File: config.mk
export PLATFORM = sky130hd
export DESIGN_NAME = mem_stg
export DESIGN_NICKNAME = d
export VERILOG_FILES = /design/src/rtl/mem_stg.sv
export SDC_FILE = /design/constraint.sdc
export NUM_CORES = 1
export LEC_CHECK = 0
export ABC_CLOCK_PERIOD_IN_PS = 2900
export BUFFER_PORTS_ARGS = -buffer_cell sky130_fd_sc_hd__buf_2
export CORE_MARGIN = 5
export CORE_UTILIZATION = 40
export DETAILED_ROUTE_END_ITERATION = 8
export GPL_TIMING_DRIVEN = 0
export PLACE_DENSITY = 0.75
export SKIP_CTS_REPAIR_TIMING = 1
export SLEW_MARGIN = 20
export SYNTH_ARGS = -nofsm -noshare
export SYNTH_HDL_FRONTEND = slang
export SYNTH_SLANG_ARGS = --single-unit
File: constraint.sdc
create_clock -name clk -period 2.9 [get_ports clk]
set_clock_uncertainty 0.15 [all_clocks]
set_input_delay 0.435 -clock clk [delete_from_list [all_inputs] [get_ports clk]]
set_output_delay 0.435 -clock clk [all_outputs]
set_load 0.005 [all_outputs]
File: src/rtl/mem_stg.sv
// ============================================================================
// mem_stg : MIPS memory stage - dmem load/store issue, load alignment, jump redirect
// Revision: 1.0
// ============================================================================
`default_nettype none

package exec_mem_pkg;
  localparam logic [1:0] NO_MEM  = 2'd0;
  localparam logic [1:0] MEM_LD  = 2'd1;
  localparam logic [1:0] MEM_ST  = 2'd2;
  localparam logic [1:0] SZ_BYTE = 2'd0;
  localparam logic [1:0] SZ_HALF = 2'd1;
  localparam logic [1:0] SZ_WORD = 2'd2;

  typedef struct packed {
    logic        jmp_vld;
    logic [31:0] addr;
    logic [1:0]  mem_op;
    logic [1:0]  mem_sz;
    logic        sgnd;
    logic        dst_vld;
    logic [4:0]  dst_reg;
    logic [31:0] data;
  } exec_mem_pkt_t;
endpackage

package mem_wb_pkg;
  typedef struct packed {
    logic        dst_vld;
    logic [4:0]  dst_reg;
    logic [31:0] data;
  } mem_wb_pkt_t;
endpackage

package haz_pkg;
  typedef struct packed {
    logic        dst_vld;
    logic [4:0]  dst_reg;
    logic        ld_pend;
    logic [31:0] data;
  } mem_haz_pkt_t;
endpackage

module mem_stg #(
  parameter int WORD_W = 32,
  parameter int BE_W   = WORD_W / 8
) (
  input  logic                         clk,
  input  logic                         resetn,
  input  logic                         exec_mem_vld,
  output logic                         exec_mem_rdy,
  input  exec_mem_pkg::exec_mem_pkt_t  exec_mem_pkt,
  output logic                         mem_wb_vld,
  input  logic                         mem_wb_rdy,
  output mem_wb_pkg::mem_wb_pkt_t      mem_wb_pkt,
  output logic                         dmem_req_vld,
  input  logic                         dmem_req_rdy,
  output logic                         dmem_req_we,
  output logic [WORD_W-1:0]            dmem_req_addr,
  output logic [BE_W-1:0]              dmem_req_be,
  output logic [WORD_W-1:0]            dmem_req_wdata,
  input  logic                         dmem_rsp_vld,
  input  logic [WORD_W-1:0]            dmem_rsp_rdata,
  output logic                         redirect_vld,
  output logic [WORD_W-1:0]            redirect_addr,
  output logic                         misalign_err,
  output haz_pkg::mem_haz_pkt_t        mem_haz_pkt
);
  import exec_mem_pkg::*;

  localparam logic [1:0] S_IDLE = 2'd0;
  localparam logic [1:0] S_REQ  = 2'd1;
  localparam logic [1:0] S_RSP  = 2'd2;
  localparam logic [1:0] S_OUT  = 2'd3;

  logic [1:0]          state_q, state_d;
  exec_mem_pkt_t       pkt_q, pkt_d;
  logic [WORD_W-1:0]   wb_data_q, wb_data_d;
  logic                mis_q, mis_d;
  logic                redirect_vld_q, redirect_vld_d;
  logic [WORD_W-1:0]   redirect_addr_q, redirect_addr_d;
  logic                misalign_err_q, misalign_err_d;

  logic                accept;
  logic                in_mem;
  logic                in_mis;
  logic [1:0]          acc_state;
  logic                is_st;
  logic [WORD_W-1:0]   rsp_shift;
  logic [WORD_W-1:0]   ld_data;

  // State register and datapath flops
  always_ff @(posedge clk) begin
    if (!resetn) begin
      state_q         <= S_IDLE;
      pkt_q           <= '0;
      wb_data_q       <= '0;
      mis_q           <= 1'b0;
      redirect_vld_q  <= 1'b0;
      redirect_addr_q <= '0;
      misalign_err_q  <= 1'b0;
    end else begin
      state_q         <= state_d;
      pkt_q           <= pkt_d;
      wb_data_q       <= wb_data_d;
      mis_q           <= mis_d;
      redirect_vld_q  <= redirect_vld_d;
      redirect_addr_q <= redirect_addr_d;
      misalign_err_q  <= misalign_err_d;
    end
  end

  // Decode of the incoming packet; the same decode is used from IDLE and OUT
  always_comb begin
    exec_mem_rdy = (state_q == S_IDLE) || ((state_q == S_OUT) && mem_wb_rdy);
    accept       = exec_mem_vld && exec_mem_rdy;
    in_mem       = (exec_mem_pkt.mem_op == MEM_LD) || (exec_mem_pkt.mem_op == MEM_ST);
    in_mis       = ((exec_mem_pkt.mem_sz == SZ_HALF) && exec_mem_pkt.addr[0]) ||
                   ((exec_mem_pkt.mem_sz != SZ_BYTE) && (exec_mem_pkt.mem_sz != SZ_HALF) &&
                    (exec_mem_pkt.addr[1:0] != 2'b00));
    acc_state    = (in_mem && !in_mis) ? S_REQ : S_OUT;
    is_st        = (pkt_q.mem_op == MEM_ST);
  end

  always_comb begin
    state_d = state_q;
    case (state_q)
      S_IDLE:  if (accept) state_d = acc_state;
      S_REQ:   if (dmem_req_rdy) state_d = is_st ? S_OUT : S_RSP;
      S_RSP:   if (dmem_rsp_vld) state_d = S_OUT;
      S_OUT:   if (mem_wb_rdy) state_d = accept ? acc_state : S_IDLE;
      default: state_d = S_IDLE;
    endcase
  end

  // Load lane select and extension
  always_comb begin
    rsp_shift = dmem_rsp_rdata >> {pkt_q.addr[1:0], 3'b000};
    case (pkt_q.mem_sz)
      SZ_BYTE: ld_data = {{24{pkt_q.sgnd & rsp_shift[7]}}, rsp_shift[7:0]};
      SZ_HALF: ld_data = {{16{pkt_q.sgnd & rsp_shift[15]}}, rsp_shift[15:0]};
      default: ld_data = dmem_rsp_rdata;
    endcase
  end

  always_comb begin
    pkt_d           = pkt_q;
    wb_data_d       = wb_data_q;
    mis_d           = mis_q;
    redirect_vld_d  = 1'b0;
    redirect_addr_d = '0;
    misalign_err_d  = 1'b0;
    if (accept) begin
      pkt_d           = exec_mem_pkt;
      wb_data_d       = exec_mem_pkt.data;
      mis_d           = in_mem && in_mis;
      redirect_vld_d  = exec_mem_pkt.jmp_vld;
      redirect_addr_d = exec_mem_pkt.jmp_vld ? exec_mem_pkt.addr : '0;
      misalign_err_d  = in_mem && in_mis;
    end else if ((state_q == S_RSP) && dmem_rsp_vld) begin
      wb_data_d = ld_data;
    end
  end

  // Output decode
  always_comb begin
    mem_wb_vld     = (state_q == S_OUT);
    mem_wb_pkt     = '0;
    if (state_q == S_OUT) begin
      mem_wb_pkt.dst_vld = pkt_q.dst_vld && !is_st && !mis_q;
      mem_wb_pkt.dst_reg = pkt_q.dst_reg;
      mem_wb_pkt.data    = wb_data_q;
    end

    dmem_req_vld   = (state_q == S_REQ);
    dmem_req_we    = 1'b0;
    dmem_req_addr  = '0;
    dmem_req_be    = '0;
    dmem_req_wdata = '0;
    if (state_q == S_REQ) begin
      dmem_req_we   = is_st;
      dmem_req_addr = {pkt_q.addr[WORD_W-1:2], 2'b00};
      case (pkt_q.mem_sz)
        SZ_BYTE: begin
          dmem_req_be    = BE_W'(4'b0001) << pkt_q.addr[1:0];
          dmem_req_wdata = {4{pkt_q.data[7:0]}};
        end
        SZ_HALF: begin
          dmem_req_be    = BE_W'(4'b0011) << {pkt_q.addr[1], 1'b0};
          dmem_req_wdata = {2{pkt_q.data[15:0]}};
        end
        default: begin
          dmem_req_be    = '1;
          dmem_req_wdata = pkt_q.data;
        end
      endcase
    end

    redirect_vld  = redirect_vld_q;
    redirect_addr = redirect_addr_q;
    misalign_err  = misalign_err_q;

    mem_haz_pkt         = '0;
    mem_haz_pkt.dst_vld = (state_q != S_IDLE) && pkt_q.dst_vld;
    mem_haz_pkt.dst_reg = (state_q != S_IDLE) ? pkt_q.dst_reg : 5'd0;
    mem_haz_pkt.ld_pend = (state_q == S_REQ) || (state_q == S_RSP);
    mem_haz_pkt.data    = (state_q == S_OUT) ? wb_data_q : '0;
  end

endmodule

`default_nettype wire
==> results.py, run 1 <==
metrics = {
    "layout": {
        "drive_gt1_frac": 0.358,
        "nNetsFinal": 1271,
        "final_util": 0.546,
        "layoutNonFillerInstCount": 1395,
        "area_delta_synth_final_pct": 33.2,
        "nFillCells": 1669,
        "multi_input_area_sq_mm": 0.00365,
        "seq_area_sq_mm": 0.00288,
    },
    "yosys": {
        "synth_commonest_cells": "198 x nand2_1, 144 x dfxtp_1, 109 x and2_1",
        "synth-main-ff-cell": "dfxtp_1",
        "synth.area.top_cells": "dfxtp_1 40%, nand2_1 10%, and2_1 9.6%, a21boi_0 8.1%, mux2i_1 3.8%",
        "muxShareOfSynthArea": 0.0379,
        "synth_fa_ha_area_frac": 0.00701,
        "synth_top_family_by_area": "simple AND/OR/NAND/NOR gates",
        "synth_compound_area_frac": 0.231,
        "yosysUniqueCellTypes": 47,
        "yosysSeqAreaShare": 0.404,
        "synth.most_common_cell": "nand2_1",
        "postSynthAreaPerCell_sq_um": 8.50,
        "synth_top_area_frac": 0.404,
        "yosysWarnings": 0,
        "synth_cells": 840,
        "ys_async_sr_fraction": 0,
        "synth_edf_count": 0,
        "yosys.area.top_type": "dfxtp_1",
        "synth_area_sq_mm": 0.00714,
        "yosys.area_share.simple": 0.234,
        "yosys.area_share.xor_xnor": 0.00123,
        "ys_ff_latch": 144,
    },
    "floorplan": {
        "rows": 48,
        "dieWidth_microns": 144,
        "start_util": 0.410,
        "design.core.area_sq_mm": 0.0174,
        "io_pins": 297,
        "die_h_microns": 144,
        "die_area_sq_mm": 0.0206,
    },
    "place": {
        "dpl.hpwl_mm": 20.4,
        "portBuffers": 293,
        "globalplace.congestion": 0.955,
        "dp.cells": 1359,
    },
    "min_path": {
        "worst_hold_path_type": "primary input to flop",
    },
    "sta": {
        "max_freq_mhz": 361,
        "worst_slew_pin_slew_ns": 0.753,
        "grt_setup_unrepaired": "no",
        "fin_crit_sh": 0.955,
        "whs_ns": 0.0810,
        "finalSetupViolations": 0,
        "fin_setup_tns_ns": 0,
        "hold_violations": 0,
        "maxSlewHeadroom": 0.496,
        "maxSlewViolCount": 0,
        "period_minus_slack_ns": 2.77,
    },
    "grt": {
        "antenna_found_initial": 2,
        "grt_pass1_vias": 6961,
        "track_usage": 0.245,
        "grt_first_pass_wirelength_mm": 38.8,
        "grt_max_degree": 17,
        "grt_overflow": 0,
    },
    "cts": {
        "cts-root-buf": "clkbuf_16",
        "clk_pin_slew_ns": 0.06,
        "htreeDepth": 4,
        "cts_buffers": 17,
        "cts_tree": "built",
        "cts_num_sinks": 144,
        "clk_latency_ns": 0.41,
        "clk_path_buf_depth": 2,
    },
    "job": {
        "max_cap_violations": 0,
    },
    "route": {
        "wl_per_cell_microns": 18.7,
        "drt-initial-drc-count": 492,
        "dr_total_vias": 7205,
        "drc": 0,
        "drtAntennaViolNets": 0,
        "wirelength_mm": 26.1,
        "vias_per_cell": 5.16,
        "first_pass_iters": 5,
    },
    "setup_path": {
        "r2r-end": "wb_data_q[5]",
        "arrival_ns": 2.18,
        "crit_type": "flop to output port",
        "crit_start": "pkt_q[39]",
        "cp-endpoint": "dmem_req_be[2]",
        "rr_startpoint": "state_q[0]",
        "cp_max_fo": 10,
        "r2r_cells": 9,
        "cp-start-kind": "flop",
        "critPathRequiredTime_ns": 2.32,
        "cp-end-kind": "output port",
        "r2r_setup_slack_ns": 0.34,
    },
    "power": {
        "clockPowerShare": 0.295,
        "p_int_uw": 4720,
        "seq_power_share": 0.344,
        "p_comb_frac": 0.361,
        "finalPower_uw": 7570,
        "p_leak_uw": 0.00452,
        "p_sw_uw": 2840,
        "power.density_mw_per_mm2": 796,
        "p_sw_frac": 0.376,
        "irDropWorstVdd_v": 0.000509,
    },
    "status": {
        "status": "finished, final reports clean",
    },
}
[worst max-delay path: stages (launching register included)]
cell,delay [ns]
dfxtp_1,0.32
buf_6,0.12
clkbuf_1,0.53
o21ai_0,0.18
a21boi_0,0.41
buf_2,0.20
[logic make-up (layout without fill, tap and decap cells)]
| group | Yosys count | in the layout |
|---|---|---|
| flops | 144 | 144 |
| other cells | 1 | 6 |
| fa+ha+maj | 4 | 4 |
| buf+inv | 110 | 435 |
| xor+xnor | 1 | 1 |
| compound gates | 205 | 205 |
| simple gates | 348 | 348 |
| mux | 27 | 27 |
[flip-flops by register name (all words and copies together), names as in the netlist]
name,count
redirect_addr,32
state_q,2
wb_data_q,32
redirect_vld,1
mis_q,1
misalign_err,1
pkt_q,75
[worst min path at each step]
stage | from | cells after the start | endpoint
6_report | exec_mem_pkt[62] | 2 | redirect_addr[19]
5_1_grt | exec_mem_pkt[65] | 2 | redirect_addr[22]
4_1_cts | exec_mem_pkt[65] | 2 | redirect_addr[22]
3_5_place_dp | pkt_q[49] | 2 | pkt_q[49]
3_3_place_gp | pkt_q[49] | 2 | pkt_q[49]
2_1_floorplan | pkt_q[46] | 2 | pkt_q[46]
[placed cells by master, fill, tap and decap left out, types with 17 or more instances in the layout]
| cell | count |
|---|---|
| mux2i_1 | 27 |
| and2_1 | 109 |
| clkbuf_1 | 29 |
| a21boi_0 | 77 |
| buf_2 | 324 |
| o21ai_0 | 30 |
| buf_4 | 35 |
| nand2_1 | 198 |
| clkbuf_16 | 17 |
| dfxtp_1 | 144 |
| nor2b_1 | 21 |
[through the flow]
| stage | area, sq um | setup WS, ns |
|---|---|---|
| after floorplan | 7140 | 0.822 |
| after global placement | 8890 | 0.321 |
| after detailed placement | 8890 | 0.318 |
| after CTS | 9490 | -0.140 |
| after global routing | 9500 | 0.0394 |
| final | 9500 | 0.130 |
[area by class of cell]
cell class / count / share of cell area
Tap cell: 225 / 0.0296
Sequential cell: 144 / 0.303
Antenna cell: 4 / 0.00105
Inverter: 6 / 0.00237
Clock inverter: 13 / 0.0172
Clock buffer: 19 / 0.0456
Timing Repair Buffer: 293 / 0.154
Buffer: 104 / 0.0621
Multi-Input combinational cell: 587 / 0.384
[power by group through the flow]
stage	clock network [uW]	logic [uW]	registers, uW
floorplan	0	1700	2550
global placement	0	2660	2620
detailed placement	0	2700	2630
CTS	2260	2720	2590
global route	2340	3000	2640
finish	2230	2730	2600
[metal layers]
metal / vias to the layer above / wire length, microns / track usage
met5: - / 13 / 0
met4: 2 / 548 / 0.0783
met3: 43 / 2270 / 0.0619
met2: 330 / 12600 / 0.405
met1: 3387 / 10700 / 0.314
li1: 3443 / - / -
Power figures use the tool's default switching activity.
==> run 2: changes to the inputs <==
--- a/config.mk
+++ b/config.mk
@@ -6,8 +6,8 @@
 export NUM_CORES = 1
 export LEC_CHECK = 0
 export ABC_CLOCK_PERIOD_IN_PS = 2900
-export BUFFER_PORTS_ARGS = -buffer_cell sky130_fd_sc_hd__buf_2
-export CORE_MARGIN = 5
+export BUFFER_PORTS_ARGS = -buffer_cell sky130_fd_sc_hd__buf_4
+export CORE_MARGIN = 2
 export CORE_UTILIZATION = 40
 export DETAILED_ROUTE_END_ITERATION = 8
 export GPL_TIMING_DRIVEN = 0
==> results.py, run 2 (synthesis results as in run 1) <==
metrics = {
    "min_path": {
        "worstHoldStart": "exec_mem_pkt[59]",
        "worst_hold_path_type": "primary input to flop",
    },
    "sta": {
        "fin_setup_tns_ns": 0,
        "fin_crit_sh": 0.937,
        "worst_slew_pin_slew_ns": 0.811,
        "grt_setup_unrepaired": "no",
        "period_minus_slack_ns": 2.72,
        "maxSlewHeadroom": 0.457,
        "maxSlewViolCount": 0,
        "setup_ws_ns": 0.182,
        "hold_violations": 0,
        "finalSetupViolations": 0,
        "max_freq_mhz": 368,
    },
    "layout": {
        "drive_gt1_frac": 0.357,
        "nNetsFinal": 1270,
        "antenna_cells": 0,
        "final_cell_mix": "328 x buf_4, 198 x nand2_1, 144 x dfxtp_1",
        "mostFrequentLayoutCell": "buf_4",
        "nFillCells": 1598,
        "largest_reg_flops": 75,
        "area_delta_synth_final_pct": 43.0,
        "regMostFlops": "pkt_q",
    },
    "cts": {
        "clk_latency_ns": 0.42,
        "cts-root-buf": "clkbuf_16",
        "cts_num_sinks": 144,
        "clk_path_buf_depth": 2,
        "htreeDepth": 4,
        "cts_tree": "built",
        "cts_buffers": 17,
        "clk_pin_slew_ns": 0.06,
    },
    "grt": {
        "track_usage": 0.273,
        "antenna_found_initial": 0,
        "grt_max_degree": 17,
        "grt_pass1_vias": 6850,
        "grt_overflow": 0,
        "grt_first_pass_wirelength_mm": 38.6,
    },
    "route": {
        "vias_per_cell": 5.20,
        "drtAntennaViolNets": 0,
        "first_pass_iters": 6,
        "wl_per_cell_microns": 19.0,
        "wirelength_mm": 26.4,
        "drt-initial-drc-count": 573,
        "dr_total_vias": 7225,
        "drc": 0,
    },
    "setup_path": {
        "rr_startpoint": "state_q[0]",
        "crit_start": "state_q[1]",
        "cp-end-kind": "output port",
        "cp_max_fo": 10,
        "arrival_ns": 2.13,
        "cp-start-kind": "flop",
        "crit_type": "flop to output port",
        "critPathRequiredTime_ns": 2.32,
    },
    "place": {
        "place_ws_ns": 0.309,
        "portBuffers": 293,
        "dpl.hpwl_mm": 20.2,
        "globalplace.congestion": 0.952,
    },
    "floorplan": {
        "die_area_sq_mm": 0.0189,
        "design.core.area_sq_mm": 0.0174,
        "dieWidth_microns": 138,
        "io_pins": 297,
        "rows": 48,
        "die_h_microns": 138,
        "start_util": 0.411,
    },
    "power": {
        "p_leak_uw": 0.00458,
        "irDropWorstVdd_v": 0.000578,
        "power.density_mw_per_mm2": 755,
        "finalPower_uw": 7700,
    },
    "status": {
        "status": "finished, final reports clean",
    },
    "job": {
        "max_cap_violations": 0,
    },
}
run 2: changes by cell type in the layout (fill, tap and decap cells not counted), sizes merged:
cell / change
bufinv: -1
diode: -4
clkinvlp: +2
inv: +1
clkinv: -3
run 2: stage by stage:
step                std cells  hold WS [ns]  instance area [sq um]  utilization
global placement         1359         0.286                   9620        0.554
finish                   1390        0.0707                  10200        0.588
floorplan                 841         0.280                   7140            -
detailed placement       1359         0.291                   9620        0.554
CTS                      1391        0.0616                  10200        0.588
global route             1390        0.0634                  10200        0.588
run 2: final cells by class:
class / count / area, sq um / share of cell area
inverter: 6 / 22.5 / 0.00221
sequential: 144 / 2880 / 0.282
timing repair buffer: 293 / 2200 / 0.216
tap: 225 / 282 / 0.0276
buffer: 103 / 586 / 0.0574
multi-input combinational: 587 / 3650 / 0.358
clock buffer: 20 / 447 / 0.0438
clock inverter: 12 / 135 / 0.0132
run 2: final timing paths:
kind / cells after the start / to / slack, ns
max reg2reg: 9 / wb_data_q[12] / 0.33
min reg2reg: 2 / pkt_q[74] / 0.30
min: 2 / redirect_addr[16] / 0.07
max: 6 / mem_wb_pkt[18] / 0.18
run 2: critical path: stages (launching register included):
cell      delay, ns
dfxtp_1        0.38
ha_1           0.28
clkbuf_2       0.29
clkbuf_1       0.33
and2_1         0.22
buf_4          0.11
buf_4          0.09
run 2: per-layer routing:
metal | GRT usage | vias to the layer above | wire length, microns
met2 | 0.444 | 341 | 12400
met1 | 0.360 | 3403 | 11000
met5 | 0 | - | 0
li1 | - | 3434 | -
met3 | 0.0581 | 47 | 2280
met4 | 0.0916 | 0 | 628
run 2: power by group:
group / leakage (uW) / internal (uW) / total (uW) / switching, uW
Sequential: 0.00118 / 2370 / 2610 / 238
Combinational: 0.00313 / 1160 / 2920 / 1760
Clock: 0.000273 / 1290 / 2180 / 886
Total: 0.00458 / 4820 / 7700 / 2880
